--- src/rtl/control_sequencer_pkg.sv ---
// Shared definitions for the control sequencer: the single source of truth for
// the CS state numbering, the opcode header constants and the opcode class vector.
package control_sequencer_pkg;

    typedef enum logic [3:0] {
        CS_INSTRUCTION_FETCH = 4'd0,
        CS_REGISTER_FETCH    = 4'd1,
        CS_IMM2              = 4'd2,
        CS_ALU_R3            = 4'd3,
        CS_ALU_RI3           = 4'd4,
        CS_ALU4              = 4'd5,
        CS_BRANCH3           = 4'd6,
        CS_MEM3              = 4'd7,
        CS_LOAD4             = 4'd8,
        CS_STORE4            = 4'd9,
        CS_LOAD5             = 4'd10,
        CS_JUMP3             = 4'd11,
        CS_HALT              = 4'd12
    } csState_e;

    localparam logic [1:0] ALU_R_HEADER      = 2'b00;
    localparam logic [1:0] ALU_RI_HEADER     = 2'b01;
    localparam logic [2:0] MEMORY_REF_HEADER = 3'b100;
    localparam logic [2:0] BRANCH_HEADER     = 3'b101;
    localparam logic [5:0] JUMP_OP           = 6'b110000;
    localparam logic [5:0] IMM_INJECT_OP     = 6'b110001;
    localparam logic [5:0] HALT_OP           = 6'b111111;

    typedef struct packed {
        logic aluR;
        logic aluRi;
        logic load;
        logic store;
        logic branch;
        logic jump;
        logic imm;
        logic halt;
        logic illegal;
    } opClass_t;

    // States that wait on the memory handshake and therefore feed the stall counter.
    function automatic logic isMemWaitState(input csState_e s);
        return (s == CS_INSTRUCTION_FETCH) || (s == CS_LOAD4) || (s == CS_STORE4);
    endfunction

endpackage

--- src/rtl/control_sequencer_opcode_classifier.sv ---
// Combinational opcode decoder producing a one-hot instruction class vector.
module opcode_classifier
    import control_sequencer_pkg::*;
(
    input  logic [5:0] opcode,
    output opClass_t   opClass
);

    // Header fields are checked from the widest class down; anything left over is illegal.
    always_comb begin
        opClass = '0;
        if (opcode[5:4] == ALU_R_HEADER) begin
            opClass.aluR = 1'b1;
        end else if (opcode[5:4] == ALU_RI_HEADER) begin
            opClass.aluRi = 1'b1;
        end else if (opcode[5:3] == MEMORY_REF_HEADER) begin
            opClass.load  = ~opcode[2];
            opClass.store = opcode[2];
        end else if (opcode[5:3] == BRANCH_HEADER) begin
            opClass.branch = 1'b1;
        end else if (opcode == JUMP_OP) begin
            opClass.jump = 1'b1;
        end else if (opcode == IMM_INJECT_OP) begin
            opClass.imm = 1'b1;
        end else if (opcode == HALT_OP) begin
            opClass.halt = 1'b1;
        end else begin
            opClass.illegal = 1'b1;
        end
    end

endmodule

--- src/rtl/control_sequencer.sv ---
// Multicycle control sequencer: steps fetch/decode/execute/memory/writeback states,
// tracks memory stalls, and keeps halt status plus instruction and cycle counters.
module control_sequencer
    import control_sequencer_pkg::*;
#(
    parameter int COUNT_W      = 32,
    parameter int MAX_MEM_WAIT = 255
) (
    input  logic               clk,
    input  logic               reset,
    input  logic [5:0]         opcode,
    input  logic               mem_ready,
    output logic [3:0]         state,
    output logic               halted,
    output logic               illegal_opcode,
    output logic               mem_timeout,
    output logic [COUNT_W-1:0] instr_count,
    output logic [COUNT_W-1:0] cycle_count
);

    localparam int WAIT_W = $clog2(MAX_MEM_WAIT + 1);

    csState_e           currentState;
    csState_e           nextState;
    opClass_t           opClass;
    logic [WAIT_W-1:0]  waitCount;
    logic [WAIT_W-1:0]  waitCountNext;
    logic               waitExpired;
    logic               setIllegal;
    logic               setTimeout;
    logic               illegalFlag;
    logic               timeoutFlag;
    logic [COUNT_W-1:0] instrCount;
    logic [COUNT_W-1:0] cycleCount;

    opcode_classifier classifier (
        .opcode  (opcode),
        .opClass (opClass)
    );

    // A ready memory in the same cycle always beats an expired stall budget.
    always_comb begin
        nextState     = currentState;
        setIllegal    = 1'b0;
        setTimeout    = 1'b0;
        waitExpired   = (waitCount == WAIT_W'(MAX_MEM_WAIT)) && !mem_ready;
        waitCountNext = '0;

        case (currentState)
            CS_INSTRUCTION_FETCH: begin
                if (mem_ready) begin
                    nextState = CS_REGISTER_FETCH;
                end else if (waitExpired) begin
                    nextState  = CS_HALT;
                    setTimeout = 1'b1;
                end
            end
            CS_REGISTER_FETCH: begin
                if (opClass.aluR)                       nextState = CS_ALU_R3;
                else if (opClass.aluRi)                 nextState = CS_ALU_RI3;
                else if (opClass.load || opClass.store) nextState = CS_MEM3;
                else if (opClass.branch)                nextState = CS_BRANCH3;
                else if (opClass.jump)                  nextState = CS_JUMP3;
                else if (opClass.imm)                   nextState = CS_IMM2;
                else if (opClass.halt)                  nextState = CS_HALT;
                else begin
                    nextState  = CS_HALT;
                    setIllegal = 1'b1;
                end
            end
            CS_ALU_R3, CS_ALU_RI3: nextState = CS_ALU4;
            CS_ALU4, CS_BRANCH3, CS_JUMP3, CS_IMM2, CS_LOAD5: nextState = CS_INSTRUCTION_FETCH;
            CS_MEM3: nextState = opcode[2] ? CS_STORE4 : CS_LOAD4;
            CS_LOAD4: begin
                if (mem_ready) begin
                    nextState = CS_LOAD5;
                end else if (waitExpired) begin
                    nextState  = CS_HALT;
                    setTimeout = 1'b1;
                end
            end
            CS_STORE4: begin
                if (mem_ready) begin
                    nextState = CS_INSTRUCTION_FETCH;
                end else if (waitExpired) begin
                    nextState  = CS_HALT;
                    setTimeout = 1'b1;
                end
            end
            CS_HALT: nextState = CS_HALT;
            default: nextState = CS_HALT;
        endcase

        if (nextState == currentState && isMemWaitState(currentState) && !mem_ready) begin
            waitCountNext = waitCount + 1'b1;
        end
    end

    always_ff @(posedge clk) begin
        if (reset) begin
            currentState <= CS_INSTRUCTION_FETCH;
            waitCount    <= '0;
            illegalFlag  <= 1'b0;
            timeoutFlag  <= 1'b0;
            instrCount   <= '0;
            cycleCount   <= '0;
        end else begin
            currentState <= nextState;
            waitCount    <= waitCountNext;
            if (setIllegal) illegalFlag <= 1'b1;
            if (setTimeout) timeoutFlag <= 1'b1;
            if (currentState == CS_INSTRUCTION_FETCH && nextState == CS_REGISTER_FETCH) begin
                instrCount <= instrCount + 1'b1;
            end
            // The cycle counter sticks at all-ones rather than wrapping.
            if (currentState != CS_HALT && cycleCount != '1) begin
                cycleCount <= cycleCount + 1'b1;
            end
        end
    end

    assign state          = currentState;
    assign halted         = (currentState == CS_HALT);
    assign illegal_opcode = illegalFlag;
    assign mem_timeout    = timeoutFlag;
    assign instr_count    = instrCount;
    assign cycle_count    = cycleCount;

endmodule

--- config.mk ---
export PLATFORM = sky130hd
export DESIGN_NAME = control_sequencer
export DESIGN_NICKNAME = d
export VERILOG_FILES = /design/src/rtl/control_sequencer_pkg.sv /design/src/rtl/control_sequencer_opcode_classifier.sv /design/src/rtl/control_sequencer.sv
export SDC_FILE = /design/constraint.sdc
export NUM_CORES = 1
export LEC_CHECK = 0
export BUFFER_PORTS_ARGS = -buffer_cell sky130_fd_sc_hd__buf_2
export CAP_MARGIN = 20
export CORE_AREA = 2 2 100 73
export CTS_CLUSTER_SIZE = 10
export DETAILED_ROUTE_END_ITERATION = 10
export DIE_AREA = 0 0 102 75
export PLACE_DENSITY_LB_ADDON = 0.1
export SKIP_LAST_GASP = 1
export SYNTH_ARGS = -nofsm -noshare
export SYNTH_HDL_FRONTEND = slang
export SYNTH_SLANG_ARGS = --single-unit
--- constraint.sdc ---
create_clock -name clk -period 4.31 [get_ports clk]
set_input_delay 0.862 -clock clk [delete_from_list [all_inputs] [get_ports clk]]
set_output_delay 0.862 -clock clk [all_outputs]
set_load 0.005 [all_outputs]
Word level (Yosys, flattened, before mapping)
Index checks and enable logic that the tools add are counted.

word-level totals
  register bits = 78
  input port bits = 9
  output and inout port bits = 71
  word-level logic and storage cells = 86

cells by class
  $add $sub $neg = 3
  eq/ne operators = 23
  multiplexer cells = 37
  bitwise logic cells = 2
  reductions and logical operators = 15

operator list
  cell                                                                   count
  32-bit by 1-bit adder with 32-bit output, second input constant        2
  4-bit 2-to-1 mux                                                       11
  32-bit != test, second input constant                                  1
  4-bit one-hot mux with 7 select lines                                  1
  4-bit equality test, second input constant                             5
  1-bit 2-to-1 mux                                                       19
  6-bit equality test, second input constant                             3
  4-bit by 3-bit equality test with 1-bit output, second input constant  4
  8-bit by 1-bit adder with 8-bit output, second input constant          1
  4-bit by 1-bit equality test with 1-bit output, second input constant  2
  4-bit by 2-bit equality test with 1-bit output, second input constant  2
  8-bit equality test, second input constant                             1
  8-bit 2-to-1 mux                                                       1
  7-bit 2-to-1 mux                                                       1
  3-bit equality test, second input constant                             2
  1-bit logical AND                                                      5
  5-bit 2-to-1 mux                                                       1
  5-bit OR reduction                                                     1
  4-bit equality test                                                    1
  4-bit zero test                                                        1
  2-bit 2-to-1 mux                                                       2
  4-bit != test, second input constant                                   1
  2-bit OR reduction                                                     2
  1-bit logical OR                                                       3
  6 further kinds                                                        7

Longest topological paths before layout
Gate-level depths: netlist of the first run.

  depth in word-level cells = 20
  depth in mapped cells = 8
  gate-level depth less buffers = 6

Hierarchy
A second synthesis of the first run with hierarchy kept.

second synthesis, totals
  cell total of the unflattened synthesis = 483
  area total of the unflattened synthesis = 3947.5 um2

by module, submodules not included
  module             instances  cells each  area each (um2)  sequential area each (um2)
  control_sequencer  1          471         3834.9           1561.5
  opcode_classifier  1          12          112.6            0.0

Least setup slack after synthesis of the first run
OpenSTA, ideal clock, no wires.

  path type = input port to flip-flop
  start point = input port opcode[2]
  end point = register currentState[0], in the netlist state[0]
  setup time = 70 ps
  data arrival time = 2089 ps
  required time = 4240 ps
  path slack = 2151 ps
  stages on the path = 4
  path buffers = 0
  path through = or4b_1 > a221o_1 > a221o_1 > a21oi_1

on the way
  word-level cells in the longest chain between the ends = 12
  elaborated cells on any way between the ends = 16
  those cells by class = eq/ne: 1; mux: 13; bitwise: 1; reduce/logical: 1

RTL lines
  what                                     line                                       source
  start: declaration                       control_sequencer.sv:11                    input logic [5:0] opcode,
  6-bit equality test                      control_sequencer_opcode_classifier.sv:21  end else if (opcode == JUMP_OP) begin
  1-bit 2-to-1 mux                         control_sequencer_opcode_classifier.sv:21
  4-bit 2-to-1 mux                         control_sequencer_opcode_classifier.sv:19  end else if (opcode[5:3] == BRANCH_HEADER) begin
  5-bit 2-to-1 mux                         control_sequencer_opcode_classifier.sv:16  end else if (opcode[5:3] == MEMORY_REF_HEADER) begin
  7-bit 2-to-1 mux                         control_sequencer_opcode_classifier.sv:14  end else if (opcode[5:4] == ALU_RI_HEADER) begin
  8-bit 2-to-1 mux                         control_sequencer_opcode_classifier.sv:12  if (opcode[5:4] == ALU_R_HEADER) begin
  4-bit 2-to-1 mux                         control_sequencer.sv:63                    else if (opClass.jump) nextState = CS_JUMP3;
  4-bit 2-to-1 mux                         control_sequencer.sv:62                    else if (opClass.branch) nextState = CS_BRANCH3;
  4-bit 2-to-1 mux                         control_sequencer.sv:61                    else if (opClass.load || opClass.store) nextState = CS_MEM3;
  4-bit 2-to-1 mux                         control_sequencer.sv:60                    else if (opClass.aluRi) nextState = CS_ALU_RI3;
  4-bit 2-to-1 mux                         control_sequencer.sv:59                    if (opClass.aluR) nextState = CS_ALU_R3;
  4-bit one-hot mux with 7 select lines *  control_sequencer.sv:49                    case (currentState)
  end signal: assignment                   control_sequencer.sv:108                   currentState <= nextState;
  end: declaration                         control_sequencer.sv:23                    csState_e currentState;

Every way passes the cells marked *; elsewhere a longest branch is shown, timed or not.
A chain may end at the register's enable or synchronous reset.

Final worst setup path of the first run
  start point = register currentState[2], in the netlist state[2]
  end point = output port halted

on the way
  word-level cells in the longest chain between the ends = 1

RTL lines
  what                 line                      source
  4-bit equality test  control_sequencer.sv:123  assign halted = (currentState == CS_HALT);
  end: declaration     control_sequencer.sv:14   output logic halted,

No other way between the ends.

==> results.yml, run 1 <==
power:
  pwr-share-comb_pct: 6.9
  p_leak_nw: 1.70
  p_sw_w: 0.000337
  clkPwrFrac_pct: 38.8
  switching_share_pct: 24.2
  p_int_w: 0.00105
  vdd_ir_drop_max_uv: 227
  pwr-share-seq_pct: 54.3
  cellPowerDensity_nw_per_um2: 315
logic_synthesis:
  synthFlopType: "dfxtp_1"
  ys_warn_count: 0
  yosysTopAreaCell: "dfxtp_1"
  synth_area_per_cell_um2: 8.60
  synth_seq_cells: 78
  syn_inst: 444
  synthTopCellsByCount: "78 x dfxtp_1, 68 x nor2_1, 28 x nand2_1"
  synthArstFlopShare_pct: 0
  synth_cell_type_count: 54
  syn_area_um2: 3820
  synthMostInstantiatedCell: "dfxtp_1"
  synth_top_area_share_pct: 40.9
  synth-edff-count: 0
  synth_nets: 456
  yosysSeqAreaShare_pct: 40.9
  synth_area_leaders: "dfxtp_1 41%, nor2_1 6.7%, xor2_1 6.0%"
global_routing:
  grt_pass1_wl_mm: 13.7
  antenna_found_initial: 0
  met1_usage_pct: 33.1
  top_usage_layer: "met2"
  track_usage_pct: 22.7
  gr-usage-met2_pct: 33.3
  grt_max_degree: 39
  overflow: 0
  grt_pass1_vias: 2910
  use_met3_pct: 6.22
detailed_routing:
  drc: 0
  via_per_inst: 5.61
  dr.pass1.iters: 4
  dr_total_vias: 3425
  dr.first_iter.drc_count: 138
  ant_nets: 0
  drt-total-wl_mm: 8.68
  avgRoutedWirePerCell_um: 14.2
cts:
  cts_buffers: 9
  cts.path.max_buffers: 2
  clk-insertion-delay-late_ns: 0.36
  post_cts_buffers: 0
  htreeDepth: 3
  cts_root_buf: "clkbuf_8"
  post_cts_resize_count: 0
  clk_pin_slew_ns: 0.08
  holdBufCountCts: 0
  cts_tree: "done"
  numClockSinks: 78
finish:
  drive_gt1_share_pct: 21.5
  final_nets: 525
  syn_to_final_growth_pct: 15.5
  diodes: 0
timing:
  drv_slew: 0
  period_needed_ns: 2.57
  setup_viol: 0
  tightest_slew_ns: 0.984
  timing.final.crit_share_pct: 59.6
  maxSlewHeadroom_pct: 34.0
  rsz0062_at_grt: "false"
  finalSetupTns_ns: 0
  clock_skew_ns: 0.0101
  max_freq_mhz: 390
  hold_viol: 0
  setup_slack_ns: 1.74
critical_path:
  required_ns: 3.45
  crit_type: "register to primary output"
  worst_ep_arrival_time_ns: 1.70
  path_cells: "nand4bb_1 > inv_1 > buf_2"
  cp-end-kind: "primary output"
  r2r_slack_ns: 1.82
  crit_family: "flip-flops"
  cpMaxStageDelayCell: "dfxtp_1"
  path_max_fanout: 11
  r2r_start: "cycle_count[19]"
  rr_worst_depth: 5
  crit_start: "state[2]"
  crit_buf_inv: 2
  start_kind: "register"
  r2r-end: "cycle_count[4]"
  cpPeakStageDelay_ns: 0.52
die:
  placementRows: 25
  start_util_pct: 57.6
  die_area_um2: 7650
  core_um2: 6630
  fp.dieH_um: 75
  io_pins: 80
  fp.dieW_um: 102
placement:
  numPortBuffers: 79
  place.gp.congestion: 0.841
  post-place-ws_ns: 1.56
  hpwl_mm: 6.09
hold_path:
  whs_endpoint: "waitCount[0]"
  hp-class: "register to register"
  hp-start: "waitCount[0]"
  holdPathStages: 1
flow_run:
  cap_violations: 0
outcome:
  status: "completed"
[metrics by stage]
stage / util [%] / std cells / hold slack [ns] / total power (W) / instance area [um^2]
CTS: 66.5 / 611 / 0.470 / 0.00140 / 4410
floorplan: - / 444 / 0.430 / 0.000837 / 3820
global route: 66.5 / 611 / 0.522 / 0.00145 / 4410
global placement: 63.7 / 596 / 0.443 / 0.000863 / 4220
detailed placement: 63.7 / 596 / 0.453 / 0.000866 / 4220
finish: 66.5 / 611 / 0.467 / 0.00139 / 4410
[area by class of cell]
class / instances / area [um^2]
clock buffer: 11 / 141
clock inverter: 4 / 47.5
fill: 596 / 2220
inverter: 11 / 41.3
multi-input combinational: 333 / 2100
sequential: 78 / 1560
tap: 94 / 118
timing repair buffer: 80 / 403
[cell usage in the layout, fill, tap and decap left out, types with 10 or more instances in the layout]
cell type,synthesis,layout
clkbuf_8,0,10
nand3_1,22,22
inv_1,11,11
nand2_1,28,28
dfxtp_1,78,78
xnor2_1,20,20
o21ai_0,14,14
xor2_1,26,26
buf_2,6,79
nand4_1,20,20
or3_1,13,13
nor2_1,68,68
a21oi_1,26,26
[sequential cells by signal, summed over array words and instances, names as in the netlist]
name / flops
cycle_count: 32
illegal_opcode: 1
instr_count: 32
mem_timeout: 1
state: 4
waitCount: 8
[worst reg2reg max path, stage by stage (launching register included)]
cell and delay (ns):
dfxtp_1 0.44, nand4_2 0.23, nor4_4 0.72, and4_1 0.68, o21ai_0 0.20, a21oi_1 0.15
[power groups by stage]
stage               Sequential [W]  Combinational (W)  Clock (W)
floorplan                 0.000764          0.0000735          0
finish                    0.000754          0.0000963   0.000538
CTS                       0.000753          0.0000963   0.000549
global placement          0.000769          0.0000938          0
detailed placement        0.000770          0.0000960          0
global route              0.000757           0.000108   0.000580
[how the worst max path moves through the flow]
stage / to / slack (ns) / cells past startpoint
2_1_floorplan: state[0] / 2.15 / 4
3_3_place_gp: instr_count[29] / 1.62 / 6
3_5_place_dp: instr_count[25] / 1.56 / 6
4_1_cts: halted / 1.72 / 3
5_1_grt: halted / 1.58 / 3
6_report: halted / 1.74 / 3
[cells by family after synthesis]
logic type      count (synthesis)  synth area share, %
fa+ha+maj                       3                0.983
buf+inv                        33                 4.16
xor+xnor                       46                 10.6
compound gates                 66                 10.6
simple gates                  213                 31.4
flops                          78                 40.9
mux                             5                 1.41
[per-layer routing]
metal  share of wire, %  routed length [um]
met5                  0                   0
met4                1.0                  88
met3                5.7                 498
met2                 43                3740
met1                 50                4350
(Power assumes the default switching activity.)
==> run 2: changes to the inputs <==
--- a/config.mk
+++ b/config.mk
@@ -7,10 +7,10 @@
 export LEC_CHECK = 0
 export BUFFER_PORTS_ARGS = -buffer_cell sky130_fd_sc_hd__buf_2
 export CAP_MARGIN = 20
-export CORE_AREA = 2 2 100 73
+export CORE_AREA = 2 2 103 75
 export CTS_CLUSTER_SIZE = 10
 export DETAILED_ROUTE_END_ITERATION = 10
-export DIE_AREA = 0 0 102 75
+export DIE_AREA = 0 0 105 77
 export PLACE_DENSITY_LB_ADDON = 0.1
 export SKIP_LAST_GASP = 1
 export SYNTH_ARGS = -nofsm -noshare
==> constraint.sdc (replaced) <==
create_clock -name clk -period 2.5 [get_ports clk]
set_input_delay 0.5 -clock clk [delete_from_list [all_inputs] [get_ports clk]]
set_output_delay 0.5 -clock clk [all_outputs]
set_load 0.005 [all_outputs]
==> run 2 against run 1 <==
Compared with the run above:
- sequential share of layout area fell by 0.72 points
- sequential cell count stayed put
- largest cell class unchanged
- setup slack worse by 1.4 ns
- worst hold slack gained 0.020 ns
- critical endpoint unchanged
==> results.yml, run 2 (synthesis gave the netlist of run 1 again) <==
cts:
  clk_pin_slew_ns: 0.08
  post_cts_buffers: 0
  htreeDepth: 3
  numClockSinks: 78
  cts_root_buf: "clkbuf_8"
  post_cts_resize_count: 0
  holdBufCountCts: 0
  cts_buffers: 9
  cts_tree: "done"
  cts.path.max_buffers: 2
  clk-insertion-delay-late_ns: 0.35
timing:
  finalSetupTns_ns: 0
  hold_viol: 0
  timing.final.crit_share_pct: 86.5
  clock_skew_ns: 0.0122
  setup_viol: 0
  max_freq_mhz: 462
  rsz0062_at_grt: "false"
  maxSlewHeadroom_pct: 62.4
  drv_slew: 0
  period_needed_ns: 2.16
  tightest_slew_ns: 0.564
die:
  die_area_um2: 8090
  start_util_pct: 53.8
  fp.dieH_um: 77
  fp.dieW_um: 105
  core_um2: 7090
  placementRows: 26
  io_pins: 80
global_routing:
  antenna_found_initial: 0
  grt_pass1_vias: 3087
  grt_max_degree: 39
  overflow: 0
  grt_pass1_wl_mm: 14.7
  track_usage_pct: 22.3
finish:
  syn_to_final_growth_pct: 17.9
  n_fill_cell: 671
  diodes: 0
  drive_gt1_share_pct: 22.9
  final_cell_area_um2: 4500
  layoutNonFillerInstCount: 623
  layout_common_cells: "79 x buf_2, 78 x dfxtp_1, 68 x nor2_1, 28 x nand2_1"
  mostFrequentLayoutCell: "buf_2"
  final_nets: 532
placement:
  place.gp.congestion: 0.849
  placed_cells: 607
  hpwl_mm: 6.29
  placed_cell_area_um2: 4280
  numPortBuffers: 79
critical_path:
  r2r_start: "cycle_count[19]"
  cp-end-kind: "primary output"
  crit_start: "state[2]"
  worst_ep_arrival_time_ns: 1.66
  path_max_fanout: 11
  required_ns: 2.00
  crit_type: "register to primary output"
  start_kind: "register"
detailed_routing:
  ant_nets: 0
  via_per_inst: 5.50
  avgRoutedWirePerCell_um: 14.1
  dr.first_iter.drc_count: 158
  drc: 0
  dr_total_vias: 3428
  dr.pass1.iters: 4
  drt-total-wl_mm: 8.79
power:
  cellPowerDensity_nw_per_um2: 562
  p_leak_nw: 1.75
  power_w: 0.00253
  vdd_ir_drop_max_uv: 311
hold_path:
  hp-start: "waitCount[0]"
  hp-class: "register to register"
outcome:
  status: "completed"
flow_run:
  cap_violations: 0
run 2: path summary, 6_finish.rpt:
check / slack [ns] / endpoint / cells after the start
worst max-delay path: 0.34 / halted / 3
worst min-delay path: 0.49 / waitCount[0] / 1
worst max register to register: 0.34 / cycle_count[29] / 6
worst min register to register: 0.49 / waitCount[0] / 1
run 2: metrics by stage:
step           hold WS (ns)  util (%)  worst slack (ns)
3_5_place_dp          0.453      60.3             0.389
3_3_place_gp          0.446      60.3             0.465
6_report              0.487      63.5             0.337
2_1_floorplan         0.430         -             0.668
4_1_cts               0.486      63.5             0.327
5_1_grt               0.517      63.5             0.154
run 2: worst max-delay path, stage by stage (launching register included):
cell	delay, ns
dfxtp_1	0.55
nand4bb_1	0.39
inv_1	0.23
buf_2	0.15
run 2: final cells by class:
type                       instances  area, um^2  area share [%]
multi-input combinational        333        2100            46.6
sequential                        78        1560            34.7
timing repair buffer              87         455            10.1
clock buffer                      10         138            3.06
tap                               98         123            2.72
clock inverter                     6        85.1            1.89
inverter                          11        41.3           0.917
run 2: routing by layer:
metal | global-route usage, % | vias to the layer above | routed length, um
li1 | - | 1734 | -
met1 | 32.1 | 1610 | 4430
met2 | 32.7 | 79 | 3800
met3 | 6.46 | 5 | 499
met4 | 6.13 | 0 | 55
met5 | 0 | - | 0
run 2: power by group:
part,leakage [nW],internal (W),switching (W)
clock,0.108,0.000586,0.000476
sequential,0.630,0.00126,0.0000355
combinational,1.01,0.0000702,0.0000981
total,1.75,0.00192,0.000609
==> run 3: changes to the inputs <==
--- a/config.mk
+++ b/config.mk
@@ -8,6 +8,7 @@
 export BUFFER_PORTS_ARGS = -buffer_cell sky130_fd_sc_hd__buf_2
 export CAP_MARGIN = 20
 export CORE_AREA = 2 2 103 75
+export CTS_CLUSTER_DIAMETER = 100
 export CTS_CLUSTER_SIZE = 10
 export DETAILED_ROUTE_END_ITERATION = 10
 export DIE_AREA = 0 0 105 77
==> constraint.sdc (replaced) <==
create_clock -name clk -period 2.4 [get_ports clk]
set_input_delay 0.48 -clock clk [delete_from_list [all_inputs] [get_ports clk]]
set_output_delay 0.48 -clock clk [all_outputs]
set_load 0.005 [all_outputs]
==> run 3 against run 2 <==
Compared with the run above:
- final area grew 1.2%
- clock skew is essentially flat
- final cell count shrank 0.16%
- wire length shrank 1.2%
- clock power grew 23%
- register-to-register slack lost 0.16 ns
- first-iteration DRC count shrank 13%
- clock-buffer cell count is the same
- setup slack lost 0.16 ns
- combinational power grew 4%
- sequential power grew 4%
- via count shrank 0.26%
==> results.yml, run 3 (synthesis gave the netlist of run 1 again) <==
flow_run:
  cap_violations: 0
cts:
  numClockSinks: 78
  clk-insertion-delay-late_ns: 0.34
  holdBufCountCts: 0
  cts.path.max_buffers: 2
  post_cts_buffers: 0
  cts_tree: "done"
  cts_buffers: 9
  cts_root_buf: "clkbuf_8"
  htreeDepth: 3
  clk_pin_slew_ns: 0.08
detailed_routing:
  avgRoutedWirePerCell_um: 14.0
  dr.pass1.iters: 4
  drc: 0
  drt-total-wl_mm: 8.68
  dr_total_vias: 3419
  ant_nets: 0
  via_per_inst: 5.50
  dr.first_iter.drc_count: 137
finish:
  final_cell_area_um2: 4560
  final_nets: 531
  mostFrequentLayoutCell: "buf_2"
  drive_gt1_share_pct: 22.9
  layoutNonFillerInstCount: 622
  layout_common_cells: "79 x buf_2, 78 x dfxtp_1, 68 x nor2_1, 28 x nand2_1"
  syn_to_final_growth_pct: 19.3
  diodes: 0
power:
  cellPowerDensity_nw_per_um2: 621
  p_leak_nw: 1.77
  vdd_ir_drop_max_uv: 394
  power_w: 0.00283
outcome:
  status: "completed"
critical_path:
  cpMaxStageDelayCell: "a2111oi_0"
  cp-end-kind: "register"
  path_max_fanout: 10
  start_kind: "register"
  required_ns: 2.63
  path_cells: "nand4bb_1 > nand3_1 > a2111oi_0 > xnor2_1 > nor2_1"
  crit_type: "register to register"
  cpPeakStageDelay_ns: 0.59
  crit_buf_inv: 0
  worst_ep_arrival_time_ns: 2.45
  crit_family: "simple AND/OR/NAND/NOR gates"
  r2r_slack_ns: 0.18
global_routing:
  grt_pass1_vias: 3101
  antenna_found_initial: 0
  track_usage_pct: 22.2
  grt_max_degree: 47
  overflow: 0
  grt_pass1_wl_mm: 14.8
timing:
  tightest_slew_ns: 0.599
  timing.final.crit_share_pct: 92.6
  finalSetupTns_ns: 0
  max_freq_mhz: 450
  hold_viol: 0
  maxSlewHeadroom_pct: 59.0
  drv_slew: 0
  setup_slack_ns: 0.177
  rsz0062_at_grt: "false"
  clock_skew_ns: 0.0121
  setup_viol: 0
  period_needed_ns: 2.22
hold_path:
  hp-class: "register to register"
placement:
  numPortBuffers: 79
  placed_cells: 606
  placed_cell_area_um2: 4280
  place.gp.congestion: 0.833
  hpwl_mm: 6.19
  post-place-ws_ns: 0.247
die:
  fp.dieH_um: 77
  die_area_um2: 8090
  placementRows: 26
  fp.dieW_um: 105
  io_pins: 80
  core_um2: 7090
  start_util_pct: 53.8
-- run 3: worst paths after layout --
kind	end	cells past startpoint	startpoint
worst max-delay path	cycle_count[13]	5	state[1]
worst min-delay path	waitCount[0]	1	waitCount[0]
worst min register to register	waitCount[0]	1	waitCount[0]
worst max register to register	cycle_count[13]	5	state[1]
-- run 3: area by class of cell --
type | instances | area [um^2]
Inverter | 11 | 41.3
Timing Repair Buffer | 86 | 460
Clock inverter | 6 | 133
Fill cell | 658 | 2540
Clock buffer | 10 | 138
Multi-Input combinational cell | 333 | 2100
Sequential cell | 78 | 1560
Tap cell | 98 | 123
-- run 3: worst register-to-register path: stages, from the launching register on --
cell and delay (ns):
dfxtp_1 0.50, nand4bb_1 0.40, nand3_1 0.39, a2111oi_0 0.59
xnor2_1 0.19, nor2_1 0.05
-- run 3: what timing repair did --
item | CTS | global route
gates resized for setup | 0 | 1
endpoints found under the hold margin | 0 | 0
setup endpoints to repair | 0 | 1
-- run 3: metrics by stage --
stage	util, %	hold WS (ns)
finish	64.2	0.468
global placement	60.4	0.443
global route	64.2	0.504
detailed placement	60.4	0.457
CTS	64.2	0.474
floorplan	-	0.430
-- run 3: per-layer routing --
| layer | vias to the layer above | share of wire [%] | track usage [%] |
|---|---|---|---|
| li1 | 1727 | - | - |
| met1 | 1602 | 51 | 32.2 |
| met2 | 88 | 44 | 32.9 |
| met3 | 2 | 5.0 | 6.21 |
| met4 | 0 | 0.24 | 4.67 |
| met5 | - | 0 | 0 |
-- run 3: power breakdown --
group	total, W	internal (W)	switching, W	leakage (nW)
Combinational	0.000174	0.0000741	0.000100	1.01
Clock	0.00130	0.000823	0.000477	0.132
Sequential	0.00135	0.00132	0.0000384	0.630
